==> src/rtl/litedram_axi_gate.sv <==
// AXI4 gate in front of the LiteDRAM controller: stalls until calibration, then passes through.
// `LITEDRAM_AXI_GATE_ERRRESP_EN builds local SLVERR responders used when calibration has failed.
module litedram_axi_gate #(
    parameter int ID_WIDTH = 0,
    // ID_WIDTH of 0 still carries a 1-bit id field so the ports stay legal vectors
    localparam int IW = (ID_WIDTH > 0) ? ID_WIDTH : 1
) (
    input  logic          i_clk,
    input  logic          i_rst,
    input  logic          i_init_done,
    input  logic          i_init_error,
    output logic          o_gate_open,
    output logic          o_gate_fail,
    // slave AW
    input  logic [IW-1:0] i_s_awid,
    input  logic [26:0]   i_s_awaddr,
    input  logic [7:0]    i_s_awlen,
    input  logic [3:0]    i_s_awsize,
    input  logic [1:0]    i_s_awburst,
    input  logic          i_s_awvalid,
    output logic          o_s_awready,
    // slave W
    input  logic [63:0]   i_s_wdata,
    input  logic [7:0]    i_s_wstrb,
    input  logic          i_s_wlast,
    input  logic          i_s_wvalid,
    output logic          o_s_wready,
    // slave B
    output logic [IW-1:0] o_s_bid,
    output logic [1:0]    o_s_bresp,
    output logic          o_s_bvalid,
    input  logic          i_s_bready,
    // slave AR
    input  logic [IW-1:0] i_s_arid,
    input  logic [26:0]   i_s_araddr,
    input  logic [7:0]    i_s_arlen,
    input  logic [3:0]    i_s_arsize,
    input  logic [1:0]    i_s_arburst,
    input  logic          i_s_arvalid,
    output logic          o_s_arready,
    // slave R
    output logic [IW-1:0] o_s_rid,
    output logic [63:0]   o_s_rdata,
    output logic [1:0]    o_s_rresp,
    output logic          o_s_rlast,
    output logic          o_s_rvalid,
    input  logic          i_s_rready,
    // master AW
    output logic [IW-1:0] o_m_awid,
    output logic [26:0]   o_m_awaddr,
    output logic [7:0]    o_m_awlen,
    output logic [3:0]    o_m_awsize,
    output logic [1:0]    o_m_awburst,
    output logic          o_m_awvalid,
    input  logic          i_m_awready,
    // master W
    output logic [63:0]   o_m_wdata,
    output logic [7:0]    o_m_wstrb,
    output logic          o_m_wlast,
    output logic          o_m_wvalid,
    input  logic          i_m_wready,
    // master B
    input  logic [IW-1:0] i_m_bid,
    input  logic [1:0]    i_m_bresp,
    input  logic          i_m_bvalid,
    output logic          o_m_bready,
    // master AR
    output logic [IW-1:0] o_m_arid,
    output logic [26:0]   o_m_araddr,
    output logic [7:0]    o_m_arlen,
    output logic [3:0]    o_m_arsize,
    output logic [1:0]    o_m_arburst,
    output logic          o_m_arvalid,
    input  logic          i_m_arready,
    // master R
    input  logic [IW-1:0] i_m_rid,
    input  logic [63:0]   i_m_rdata,
    input  logic [1:0]    i_m_rresp,
    input  logic          i_m_rlast,
    input  logic          i_m_rvalid,
    output logic          o_m_rready
);

    typedef enum logic [1:0] {ST_WAIT, ST_PASS, ST_FAIL} gate_state_e;

    gate_state_e state_q;
    logic        gate_open_q;
    logic        gate_fail_q;

    // FAIL takes priority when both calibration flags arrive together
    always_ff @(posedge i_clk) begin
        if (i_rst) begin
            state_q     <= ST_WAIT;
            gate_open_q <= 1'b0;
            gate_fail_q <= 1'b0;
        end else if (state_q == ST_WAIT) begin
            if (i_init_error) begin
                state_q     <= ST_FAIL;
                gate_fail_q <= 1'b1;
            end else if (i_init_done) begin
                state_q     <= ST_PASS;
                gate_open_q <= 1'b1;
            end
        end
    end

    assign o_gate_open = gate_open_q;
    assign o_gate_fail = gate_fail_q;

`ifdef LITEDRAM_AXI_GATE_ERRRESP_EN
    typedef enum logic [1:0] {W_IDLE, W_DATA, W_RESP} wr_state_e;
    typedef enum logic       {R_IDLE, R_DATA} rd_state_e;

    wr_state_e     w_state_q;
    logic [IW-1:0] bid_q;
    logic [7:0]    wcnt_q;
    rd_state_e     r_state_q;
    logic [IW-1:0] rid_q;
    logic [7:0]    rcnt_q;

    // Counter holds beats remaining after the current one; wlast is not consulted
    always_ff @(posedge i_clk) begin
        if (i_rst) begin
            w_state_q <= W_IDLE;
            bid_q     <= '0;
            wcnt_q    <= '0;
        end else begin
            case (w_state_q)
                W_IDLE: if (state_q == ST_FAIL && i_s_awvalid) begin
                    bid_q     <= i_s_awid;
                    wcnt_q    <= i_s_awlen;
                    w_state_q <= W_DATA;
                end
                W_DATA: if (i_s_wvalid) begin
                    if (wcnt_q == 8'd0) w_state_q <= W_RESP;
                    else                wcnt_q    <= wcnt_q - 8'd1;
                end
                W_RESP: if (i_s_bready) w_state_q <= W_IDLE;
                default: w_state_q <= W_IDLE;
            endcase
        end
    end

    always_ff @(posedge i_clk) begin
        if (i_rst) begin
            r_state_q <= R_IDLE;
            rid_q     <= '0;
            rcnt_q    <= '0;
        end else begin
            case (r_state_q)
                R_IDLE: if (state_q == ST_FAIL && i_s_arvalid) begin
                    rid_q     <= i_s_arid;
                    rcnt_q    <= i_s_arlen;
                    r_state_q <= R_DATA;
                end
                R_DATA: if (i_s_rready) begin
                    if (rcnt_q == 8'd0) r_state_q <= R_IDLE;
                    else                rcnt_q    <= rcnt_q - 8'd1;
                end
                default: r_state_q <= R_IDLE;
            endcase
        end
    end
`endif

    always_comb begin
        o_s_awready = 1'b0;
        o_s_wready  = 1'b0;
        o_s_bid     = '0;
        o_s_bresp   = '0;
        o_s_bvalid  = 1'b0;
        o_s_arready = 1'b0;
        o_s_rid     = '0;
        o_s_rdata   = '0;
        o_s_rresp   = '0;
        o_s_rlast   = 1'b0;
        o_s_rvalid  = 1'b0;
        o_m_awid    = '0;
        o_m_awaddr  = '0;
        o_m_awlen   = '0;
        o_m_awsize  = '0;
        o_m_awburst = '0;
        o_m_awvalid = 1'b0;
        o_m_wdata   = '0;
        o_m_wstrb   = '0;
        o_m_wlast   = 1'b0;
        o_m_wvalid  = 1'b0;
        o_m_bready  = 1'b0;
        o_m_arid    = '0;
        o_m_araddr  = '0;
        o_m_arlen   = '0;
        o_m_arsize  = '0;
        o_m_arburst = '0;
        o_m_arvalid = 1'b0;
        o_m_rready  = 1'b0;
        case (state_q)
            ST_PASS: begin
                o_m_awid    = i_s_awid;
                o_m_awaddr  = i_s_awaddr;
                o_m_awlen   = i_s_awlen;
                o_m_awsize  = i_s_awsize;
                o_m_awburst = i_s_awburst;
                o_m_awvalid = i_s_awvalid;
                o_s_awready = i_m_awready;
                o_m_wdata   = i_s_wdata;
                o_m_wstrb   = i_s_wstrb;
                o_m_wlast   = i_s_wlast;
                o_m_wvalid  = i_s_wvalid;
                o_s_wready  = i_m_wready;
                o_s_bid     = i_m_bid;
                o_s_bresp   = i_m_bresp;
                o_s_bvalid  = i_m_bvalid;
                o_m_bready  = i_s_bready;
                o_m_arid    = i_s_arid;
                o_m_araddr  = i_s_araddr;
                o_m_arlen   = i_s_arlen;
                o_m_arsize  = i_s_arsize;
                o_m_arburst = i_s_arburst;
                o_m_arvalid = i_s_arvalid;
                o_s_arready = i_m_arready;
                o_s_rid     = i_m_rid;
                o_s_rdata   = i_m_rdata;
                o_s_rresp   = i_m_rresp;
                o_s_rlast   = i_m_rlast;
                o_s_rvalid  = i_m_rvalid;
                o_m_rready  = i_s_rready;
            end
            ST_FAIL: begin
`ifdef LITEDRAM_AXI_GATE_ERRRESP_EN
                o_s_awready = (w_state_q == W_IDLE);
                o_s_wready  = (w_state_q == W_DATA);
                o_s_bvalid  = (w_state_q == W_RESP);
                o_s_bresp   = 2'b10;
                o_s_bid     = bid_q;
                o_s_arready = (r_state_q == R_IDLE);
                o_s_rvalid  = (r_state_q == R_DATA);
                o_s_rresp   = 2'b10;
                o_s_rid     = rid_q;
                o_s_rlast   = (r_state_q == R_DATA) && (rcnt_q == 8'd0);
`endif
            end
            default: ;
        endcase
    end

endmodule

==> config.mk <==
export PLATFORM = sky130hd
export DESIGN_NAME = litedram_axi_gate
export DESIGN_NICKNAME = d
export VERILOG_FILES = /design/src/rtl/litedram_axi_gate.sv
export SDC_FILE = /design/constraint.sdc
export NUM_CORES = 1
export LEC_CHECK = 0
export CORE_AREA = 2 2 189 191
export CTS_CLUSTER_SIZE = 16
export DETAILED_ROUTE_END_ITERATION = 7
export DIE_AREA = 0 0 191 193
export SYNTH_ARGS = -nofsm -noshare
export SYNTH_HDL_FRONTEND = slang
export SYNTH_SLANG_ARGS = --single-unit
==> constraint.sdc <==
create_clock -name i_clk -period 1.45 [get_ports i_clk]
set_clock_uncertainty 0.15 [all_clocks]
set_input_delay 0.145 -clock i_clk [delete_from_list [all_inputs] [get_ports i_clk]]
set_output_delay 0.145 -clock i_clk [all_outputs]
set_load 0.02 [all_outputs]
==> impl_metrics.py, run 1 <==
metrics = {
    "outcome": {
        "status": "complete, but fails checks",
        "failed_checks": "setup timing",
    },
    "routing": {
        "first_pass_iters": 4,
        "avgRoutedWirePerCell_um": 13.0,
        "postRouteWirelength_mm": 15.8,
        "vias": 3597,
        "vias_per_cell": 2.96,
        "drt-initial-drc-count": 47,
        "antenna_left": 0,
        "drc_errors": 0,
    },
    "critical_path": {
        "critPathCaptureType": "output port",
        "crit_path_max_fanout": 22,
        "startpoint_type": "register",
        "critical_path_class": "reg -> out",
        "arrival_ns": 1.54,
        "required_ns": 1.15,
    },
    "cts": {
        "insertion_delay_ns": 0.22,
        "cts_tree": "built",
        "clk_pin_slew_ns": 0.03,
        "clock-sinks": 4,
        "clockBufferDepth": 2,
        "cts_made_buffers": 3,
        "cts-htree-levels": 1,
        "holdBufCountCts": 0,
        "cts-root-buf": "clkbuf_16",
    },
    "floorplanning": {
        "ios": 482,
        "core_sq_um": 35000,
        "die_width_um": 191,
        "die_area_sq_um": 36900,
        "die_y_um": 193,
        "std_cell_rows": 69,
        "initial_utilization": 0.0514,
    },
    "power_and_ir_drop": {
        "finalPower_mw": 2.33,
        "peakVddDrop_mv": 0.380,
        "p_per_area_nw_per_um2": 323,
        "pwr-share-clk": 0.183,
        "pwr-share-comb": 0.763,
        "swShare": 0.338,
        "power.switching_mw": 0.789,
        "leakagePower_nw": 3.12,
        "p_int_mw": 1.54,
        "pwr-share-seq": 0.054,
    },
    "timing": {
        "min_period_over_period": 1.27,
        "finalSetupViolCount": 239,
        "finalHoldViolCount": 0,
        "slew_headroom": 0.803,
        "period_minus_slack_ns": 1.84,
        "max_freq_mhz": 543,
        "slew_violations": 0,
        "timing.hold.ws_ns": 0.291,
        "setup_ws_ns": -0.390,
        "rsz0062_at_grt": "yes",
        "worst_pin_slew_ns": 0.297,
    },
    "synth": {
        "ys_top_cells_by_count": "238 x and2_1, 21 x clkbuf_2, 4 x a21oi_1, 4 x dfxtp_1, 4 x inv_1",
        "synth_seq_cells": 4,
        "async_flop_share": 0,
        "synth_ff_type": "dfxtp_1",
        "synth_cell_types": 13,
        "synthCells": 281,
        "ys_seq_area_frac": 0.0446,
        "netlist.area_leader.share": 0.829,
        "yosysMostFrequentCell": "and2_1",
        "synth_nets": 523,
        "syn-cell-area_sq_um": 1800,
        "synth.area.top_cells": "and2_1 83%, clkbuf_2 5.9%, dfxtp_1 4.5%",
        "synth_edf_count": 0,
        "synth_warnings": 0,
        "syn_avg_cell_area_sq_um": 6.39,
        "yosys.area.top_type": "and2_1",
    },
    "min_path": {
        "hp-class": "reg -> reg",
    },
    "global_route": {
        "antenna_found_initial": 4,
        "track_usage": 0.0716,
        "grt_max_degree": 41,
        "grt_pass1_wl_mm": 20.1,
        "grt_pass1_vias": 3416,
        "grt_overflow_total": 0,
    },
    "placement": {
        "place_hpwl_mm": 13.9,
        "placed_area_sq_um": 7240,
        "numPortBuffers": 481,
        "gp_congestion": 0.892,
    },
    "cells_and_area": {
        "syn_to_final_growth_pct": 302,
        "stdcell_area_sq_um": 7210,
        "multi_input_area_sq_um": 1580,
        "finalNetCount": 1000,
        "final.fill_count": 3854,
        "diodes": 0,
        "drive_gt1_frac": 0.315,
        "register_area_sq_um": 81.3,
    },
    "flow_run": {
        "cap_violations": 0,
    },
}
==> power by group through the flow <==
stage,registers (mW),logic (mW),clock network (mW)
2_1_floorplan,0.133,0.596,0
3_3_place_gp,0.127,1.85,0
3_5_place_dp,0.127,1.84,0
4_1_cts,0.126,1.77,0.435
5_1_grt,0.127,1.88,0.445
6_report,0.125,1.78,0.427
==> repair_timing <==
| action | 4_1_cts | 5_1_grt |
|---|---|---|
| pin swaps | 1 | 5 |
| cloned | 0 | 1 |
| endpoints found under the setup margin | 240 | 240 |
| buffers inserted | 0 | 1 |
| gates resized for setup | 660 | 192 |
==> metrics by stage <==
| stage | std cells | setup TNS (ns) | setup slack, ns | util |
|---|---|---|---|---|
| final | 1217 | -67.42 | -0.390 | 0.206 |
| after global routing | 1217 | -85.33 | -0.458 | 0.206 |
| after CTS | 1215 | -80.99 | -0.402 | 0.211 |
| after detailed placement | 1212 | -109.87 | -0.547 | 0.207 |
| after global placement | 1212 | -106.21 | -0.525 | 0.207 |
| after floorplan | 281 | 0 | 0.101 | - |
==> routing by layer <==
metal / global-route usage / wire [um] / vias up
met1: 0.0751 / 5640 / 1532
met3: 0.0324 / 2060 / 18
li1: - / - / 1774
met4: 0.0143 / 261 / 8
met2: 0.132 / 7750 / 265
met5: 0 / 57 / -
==> critical path: stages (launching register included) <==
cell	delay, ns
dfxtp_2	0.31
nor2b_4	0.21
buf_12	0.19
buf_12	0.14
and2_1	0.12
clkdlybuf4s15_1	0.31
==> cell type report <==
class,count,area share
multi-input combinational,247,0.219
timing repair buffer,498,0.678
inverter,4,0.00208
clock buffer,3,0.0104
tap,461,0.0800
sequential,4,0.0113
==> logic make-up after synthesis <==
logic type,after synthesis,synth area share
DFF,4,0.0446
AOI/OAI and AO/OA,4,0.0112
buffers and inverters,30,0.0885
and+or+nand+nor,243,0.856
==> worst paths after layout <==
check                  end  slack, ns         from  cells after the start
min reg2reg    o_gate_open       0.29  o_gate_open                      2
max          o_m_wdata[50]      -0.39   state_q[0]                      5
min            o_gate_open       0.29  o_gate_open                      2
max reg2reg    o_gate_open       0.12   state_q[1]                      3
==> placed cells by master, fill, tap and decap left out <==
master / n
buf_12: 6
clkdlybuf4s50_1: 243
and2_1: 230
a21oi_1: 4
and2_4: 8
inv_1: 4
dfxtp_2: 1
clkbuf_16: 4
nand2b_1: 1
clkdlybuf4s15_1: 1
or4b_1: 1
dfxtp_1: 3
or3b_2: 2
buf_6: 54
clkdlybuf4s15_2: 83
clkbuf_2: 42
nor2b_4: 1
buf_16: 1
dlygate4sd2_1: 31
buf_4: 26
buf_2: 10
==> flip-flops by register name, summed over array words and instances, names as in the netlist <==
signal,count
state_q,2
o_gate_open,1
o_gate_fail,1
No activity file was read; power rests on OpenSTA's default activity.
==> run 2: changes to the inputs <==
==> constraint.sdc (replaced) <==
create_clock -name i_clk -period 2.3 [get_ports i_clk]
set_clock_uncertainty 0.15 [all_clocks]
set_input_delay 0.23 -clock i_clk [delete_from_list [all_inputs] [get_ports i_clk]]
set_output_delay 0.23 -clock i_clk [all_outputs]
set_load 0.02 [all_outputs]
==> impl_metrics.py, run 2 (synthesized netlist as in run 1, its figures left out) <==
metrics = {
    "global_route": {
        "grt_max_degree": 45,
        "grt_pass1_wl_mm": 20.3,
        "antenna_found_initial": 2,
        "track_usage": 0.0715,
        "grt_overflow_total": 0,
        "grt_pass1_vias": 3494,
    },
    "power_and_ir_drop": {
        "leakagePower_nw": 3.56,
        "pwr-share-seq": 0.057,
        "p_per_area_nw_per_um2": 199,
        "pwr-share-clk": 0.188,
        "pwr-share-comb": 0.754,
        "p_int_mw": 0.932,
        "peakVddDrop_mv": 0.198,
        "power.switching_mw": 0.474,
        "swShare": 0.337,
    },
    "critical_path": {
        "reg2reg_depth": 2,
        "critical_path_class": "reg -> out",
        "cp_slowest_stage_delay_ns": 0.62,
        "required_ns": 1.92,
        "r2r_start": "state_q[1]",
        "critical_path.slowest_cell": "clkdlybuf4s50_1",
        "arrival_ns": 1.85,
        "crit_path_cell_trace": "nor2b_4 > buf_12 > and2_1 > clkdlybuf4s50_1",
        "reg2reg_slack_ns": 1.07,
        "r2r_end": "o_gate_open",
        "endpoint": "o_m_arlen[0]",
        "critPathLaunch": "state_q[0]",
        "critPathCaptureType": "output port",
        "startpoint_type": "register",
        "crit_path_max_fanout": 44,
    },
    "timing": {
        "tns_ns": 0,
        "rsz0062_at_grt": "no",
        "min_period_over_period": 0.968,
        "period_minus_slack_ns": 2.23,
        "finalHoldViolCount": 0,
        "worst_pin_slew_ns": 0.298,
        "finalSetupViolCount": 0,
        "slew_violations": 0,
        "max_freq_mhz": 449,
        "slew_headroom": 0.801,
        "timing.hold.ws_ns": 0.295,
    },
    "floorplanning": {
        "die_y_um": 193,
        "std_cell_rows": 69,
        "core_sq_um": 35000,
        "die_area_sq_um": 36900,
        "ios": 482,
        "die_width_um": 191,
        "initial_utilization": 0.0514,
    },
    "cells_and_area": {
        "layout_common_cells": "306 x clkdlybuf4s50_1, 238 x and2_1, 163 x dlygate4sd2_1, 10 x dlymetal6s2s_1, 10 x buf_4",
        "largest-register": "state_q",
        "largest_reg_flops": 2,
        "syn_to_final_growth_pct": 294,
        "diodes": 0,
        "final_common_cell": "clkdlybuf4s50_1",
        "drive_gt1_frac": 0.0266,
        "finalNetCount": 995,
    },
    "routing": {
        "first_pass_iters": 7,
        "vias": 3538,
        "drt-initial-drc-count": 58,
        "avgRoutedWirePerCell_um": 12.7,
        "postRouteWirelength_mm": 15.4,
        "antenna_left": 0,
        "drc_errors": 0,
        "vias_per_cell": 2.92,
    },
    "placement": {
        "gp_congestion": 0.861,
        "place_hpwl_mm": 13.9,
        "numPortBuffers": 481,
    },
    "outcome": {
        "status": "completed",
    },
    "cts": {
        "clock-sinks": 4,
        "cts-root-buf": "clkbuf_16",
        "cts_tree": "built",
        "clk_pin_slew_ns": 0.03,
        "cts_made_buffers": 3,
        "insertion_delay_ns": 0.22,
        "clockBufferDepth": 2,
        "cts-htree-levels": 1,
        "holdBufCountCts": 0,
        "cts.repair.resized": 163,
        "postCtsSetupBuffers": 0,
    },
    "flow_run": {
        "cap_violations": 0,
    },
    "min_path": {
        "hp-class": "reg -> reg",
    },
}
## run 2: cell type report
cell class | count | area, sq um
flip-flops and latches | 4 | 80.1
well taps | 461 | 577
fillers | 3911 | 27900
repair buffers | 493 | 4770
clock buffers | 3 | 75.1
multi-input cells | 247 | 1560
inverters | 4 | 15.0
## run 2: worst min path at each step
stage / slack [ns] / from / to / depth (start not counted)
2_1_floorplan: 0.15 / i_rst / o_gate_fail / 1
3_3_place_gp: 0.28 / o_gate_fail / o_gate_fail / 2
3_5_place_dp: 0.30 / o_gate_open / o_gate_open / 2
4_1_cts: 0.30 / o_gate_open / o_gate_open / 2
5_1_grt: 0.32 / o_gate_open / o_gate_open / 2
6_report: 0.30 / o_gate_open / o_gate_open / 2
## run 2: power groups by stage
stage          logic (mW)  registers (mW)  clock network, mW
2_1_floorplan       0.376          0.0840                  0
3_3_place_gp         1.14          0.0809                  0
3_5_place_dp         1.15          0.0816                  0
4_1_cts              1.07          0.0808              0.270
5_1_grt              1.13          0.0819              0.279
6_report             1.06          0.0807              0.265
## run 2: critical path, delay by kind of cell, from the launching register on
| family | cells | cell delay, ns |
|---|---|---|
| buf+inv | 2 | 0.82 |
| simple gates | 2 | 0.40 |
| flops | 1 | 0.36 |
## run 2: through the flow
stage | instance area, sq um | util | std cells | worst slack, ns | total power [mW]
2_1_floorplan | 1800 | - | 281 | 0.866 | 0.460
3_3_place_gp | 7180 | 0.205 | 1209 | 0.154 | 1.23
3_5_place_dp | 7180 | 0.205 | 1209 | 0.132 | 1.23
4_1_cts | 7050 | 0.202 | 1212 | 0.0171 | 1.42
5_1_grt | 7070 | 0.202 | 1212 | 0.00600 | 1.49
6_report | 7070 | 0.202 | 1212 | 0.0736 | 1.41
## run 2: metal layers
metal,track usage,vias to the layer above,share of wire
li1,-,1762,-
met1,0.0755,1491,0.36
met2,0.134,271,0.50
met3,0.0293,10,0.13
met4,0.0119,4,0.013
met5,0,-,0.0019
==> run 3: changes to the inputs <==
--- a/config.mk
+++ b/config.mk
@@ -6,7 +6,7 @@
 export NUM_CORES = 1
 export LEC_CHECK = 0
 export CORE_AREA = 2 2 189 191
-export CTS_CLUSTER_SIZE = 16
+export CTS_CLUSTER_SIZE = 10
 export DETAILED_ROUTE_END_ITERATION = 7
 export DIE_AREA = 0 0 191 193
 export SYNTH_ARGS = -nofsm -noshare
==> constraint.sdc (replaced) <==
create_clock -name i_clk -period 2.35 [get_ports i_clk]
set_clock_uncertainty 0.15 [all_clocks]
set_input_delay 0.235 -clock i_clk [delete_from_list [all_inputs] [get_ports i_clk]]
set_output_delay 0.235 -clock i_clk [all_outputs]
set_load 0.02 [all_outputs]
==> impl_metrics.py, run 3 (synthesized netlist as in run 1, its figures left out) <==
metrics = {
    "min_path": {
        "whs_path_depth": 2,
        "hp-start": "o_gate_fail",
        "hp-class": "reg -> reg",
        "hold_end": "o_gate_fail",
    },
    "floorplanning": {
        "ios": 482,
        "die_y_um": 193,
        "initial_utilization": 0.0514,
        "die_area_sq_um": 36900,
        "std_cell_rows": 69,
        "core_sq_um": 35000,
        "die_width_um": 191,
    },
    "critical_path": {
        "cp_slowest_stage_delay_ns": 0.64,
        "reg2reg_depth": 2,
        "reg2reg_slack_ns": 1.13,
        "path_buf_inv": 3,
        "critPathCaptureType": "output port",
        "startpoint_type": "register",
        "critPathTopFamily": "buffers and inverters",
        "arrival_ns": 1.88,
        "required_ns": 1.97,
        "worst-path-stages": 5,
        "crit_path_max_fanout": 27,
        "critical_path_class": "reg -> out",
        "crit_path_cell_trace": "nor2b_4 > buf_4 > buf_12 > and2_1 > clkdlybuf4s50_1",
        "r2r_start": "state_q[1]",
        "r2r_end": "o_gate_open",
        "critical_path.slowest_cell": "clkdlybuf4s50_1",
    },
    "flow_run": {
        "cap_violations": 0,
    },
    "cells_and_area": {
        "syn_to_final_growth_pct": 290,
        "largest_reg_flops": 2,
        "final_common_cell": "clkdlybuf4s50_1",
        "fin_util": 0.200,
        "diodes": 0,
        "largest-register": "state_q",
        "final_cell_count_no_fill": 1213,
        "layout_common_cells": "298 x clkdlybuf4s50_1, 238 x and2_1, 119 x dlygate4sd2_1, 37 x clkbuf_2, 22 x dlymetal6s2s_1",
        "finalNetCount": 996,
        "drive_gt1_frac": 0.0771,
    },
    "placement": {
        "place_hpwl_mm": 13.7,
        "gp_congestion": 0.850,
        "numPortBuffers": 481,
        "placed_cells": 1207,
    },
    "cts": {
        "cts_tree": "built",
        "clock-sinks": 4,
        "clockBufferDepth": 2,
        "cts-htree-levels": 1,
        "cts_made_buffers": 3,
        "clk_pin_slew_ns": 0.03,
        "cts-root-buf": "clkbuf_16",
        "insertion_delay_ns": 0.22,
    },
    "outcome": {
        "status": "completed",
    },
    "timing": {
        "tns_ns": 0,
        "min_period_over_period": 0.963,
        "max_freq_mhz": 442,
        "worst_pin_slew_ns": 0.304,
        "finalHoldViolCount": 0,
        "finalSetupViolCount": 0,
        "slew_headroom": 0.797,
        "slew_violations": 0,
        "period_minus_slack_ns": 2.26,
    },
    "routing": {
        "avgRoutedWirePerCell_um": 12.7,
        "met3_length_mm": 1.89,
        "vias": 3526,
        "met1_length_mm": 5.71,
        "antenna_left": 0,
        "routed.top_layer": "met5",
        "vias_per_cell": 2.91,
        "postRouteWirelength_mm": 15.4,
        "first_pass_iters": 4,
        "wl_met2_mm": 7.66,
        "drc_errors": 0,
        "drt-initial-drc-count": 66,
    },
    "power_and_ir_drop": {
        "leakagePower_nw": 3.63,
        "p_per_area_nw_per_um2": 197,
        "peakVddDrop_mv": 0.231,
    },
    "global_route": {
        "antenna_found_initial": 2,
        "track_usage": 0.0723,
        "grt_pass1_vias": 3414,
        "grt_overflow_total": 0,
        "grt_max_degree": 51,
        "grt_pass1_wl_mm": 20.4,
    },
}
[run 3: cell count changes in the layout (fill, tap and decap cells not counted)]
cell,delta
bufbuf_16,+1
dlymetal6s2s_1,+12
dlygate4sd2_1,-44
clkbuf_2,+37
clkdlybuf4s50_1,-8
clkdlybuf4s15_1,+3
[run 3: where the power goes]
part           total [mW]  internal (mW)  switching, mW
clock               0.261          0.217         0.0442
sequential         0.0786         0.0739        0.00471
combinational        1.04          0.623          0.418
[run 3: worst reg2reg max path, stage by stage (launching register included)]
cell     delay [ns]
dfxtp_1        0.35
or4b_1         0.51
a21oi_1        0.15
[run 3: routing by layer]
| metal | vias to the layer above | global-route usage |
|---|---|---|
| met5 | - | 0 |
| met4 | 4 | 0.00686 |
| met3 | 8 | 0.0286 |
| met2 | 259 | 0.133 |
| met1 | 1491 | 0.0814 |
| li1 | 1764 | - |
[run 3: area by class of cell]
type                    instances  area [sq um]
flip-flops and latches          4          80.1
well taps                     461           577
clock buffers                   3          75.1
repair buffers                494          4700
fillers                      3899         28000
inverters                       4          15.0
multi-input cells             247          1560
[run 3: worst max-delay path by stage]
stage / startpoint / end
after floorplan: state_q[0] / o_s_rdata[43]
after global placement: state_q[0] / o_s_wready
after detailed placement: state_q[0] / o_s_wready
after CTS: state_q[0] / o_m_awaddr[18]
after global routing: state_q[0] / o_s_rdata[26]
final: state_q[0] / o_m_wdata[33]
[run 3: through the flow]
| step | worst slack [ns] | total power, mW | hold WS, ns | instance area (sq um) |
|---|---|---|---|---|
| 2_1_floorplan | 0.911 | 0.450 | 0.154 | 1800 |
| 3_3_place_gp | 0.171 | 1.20 | 0.288 | 7160 |
| 3_5_place_dp | 0.140 | 1.20 | 0.292 | 7160 |
| 4_1_cts | 0.00111 | 1.41 | 0.297 | 7090 |
| 5_1_grt | -0.000757 | 1.46 | 0.311 | 7010 |
| 6_report | 0.0870 | 1.38 | 0.295 | 7010 |
[run 3: what timing repair did]
item	CTS	global route
resized for setup	159	99
setup endpoints to repair	139	62
setup buffers	2	0
cloned	1	0
hold buffers	0	0
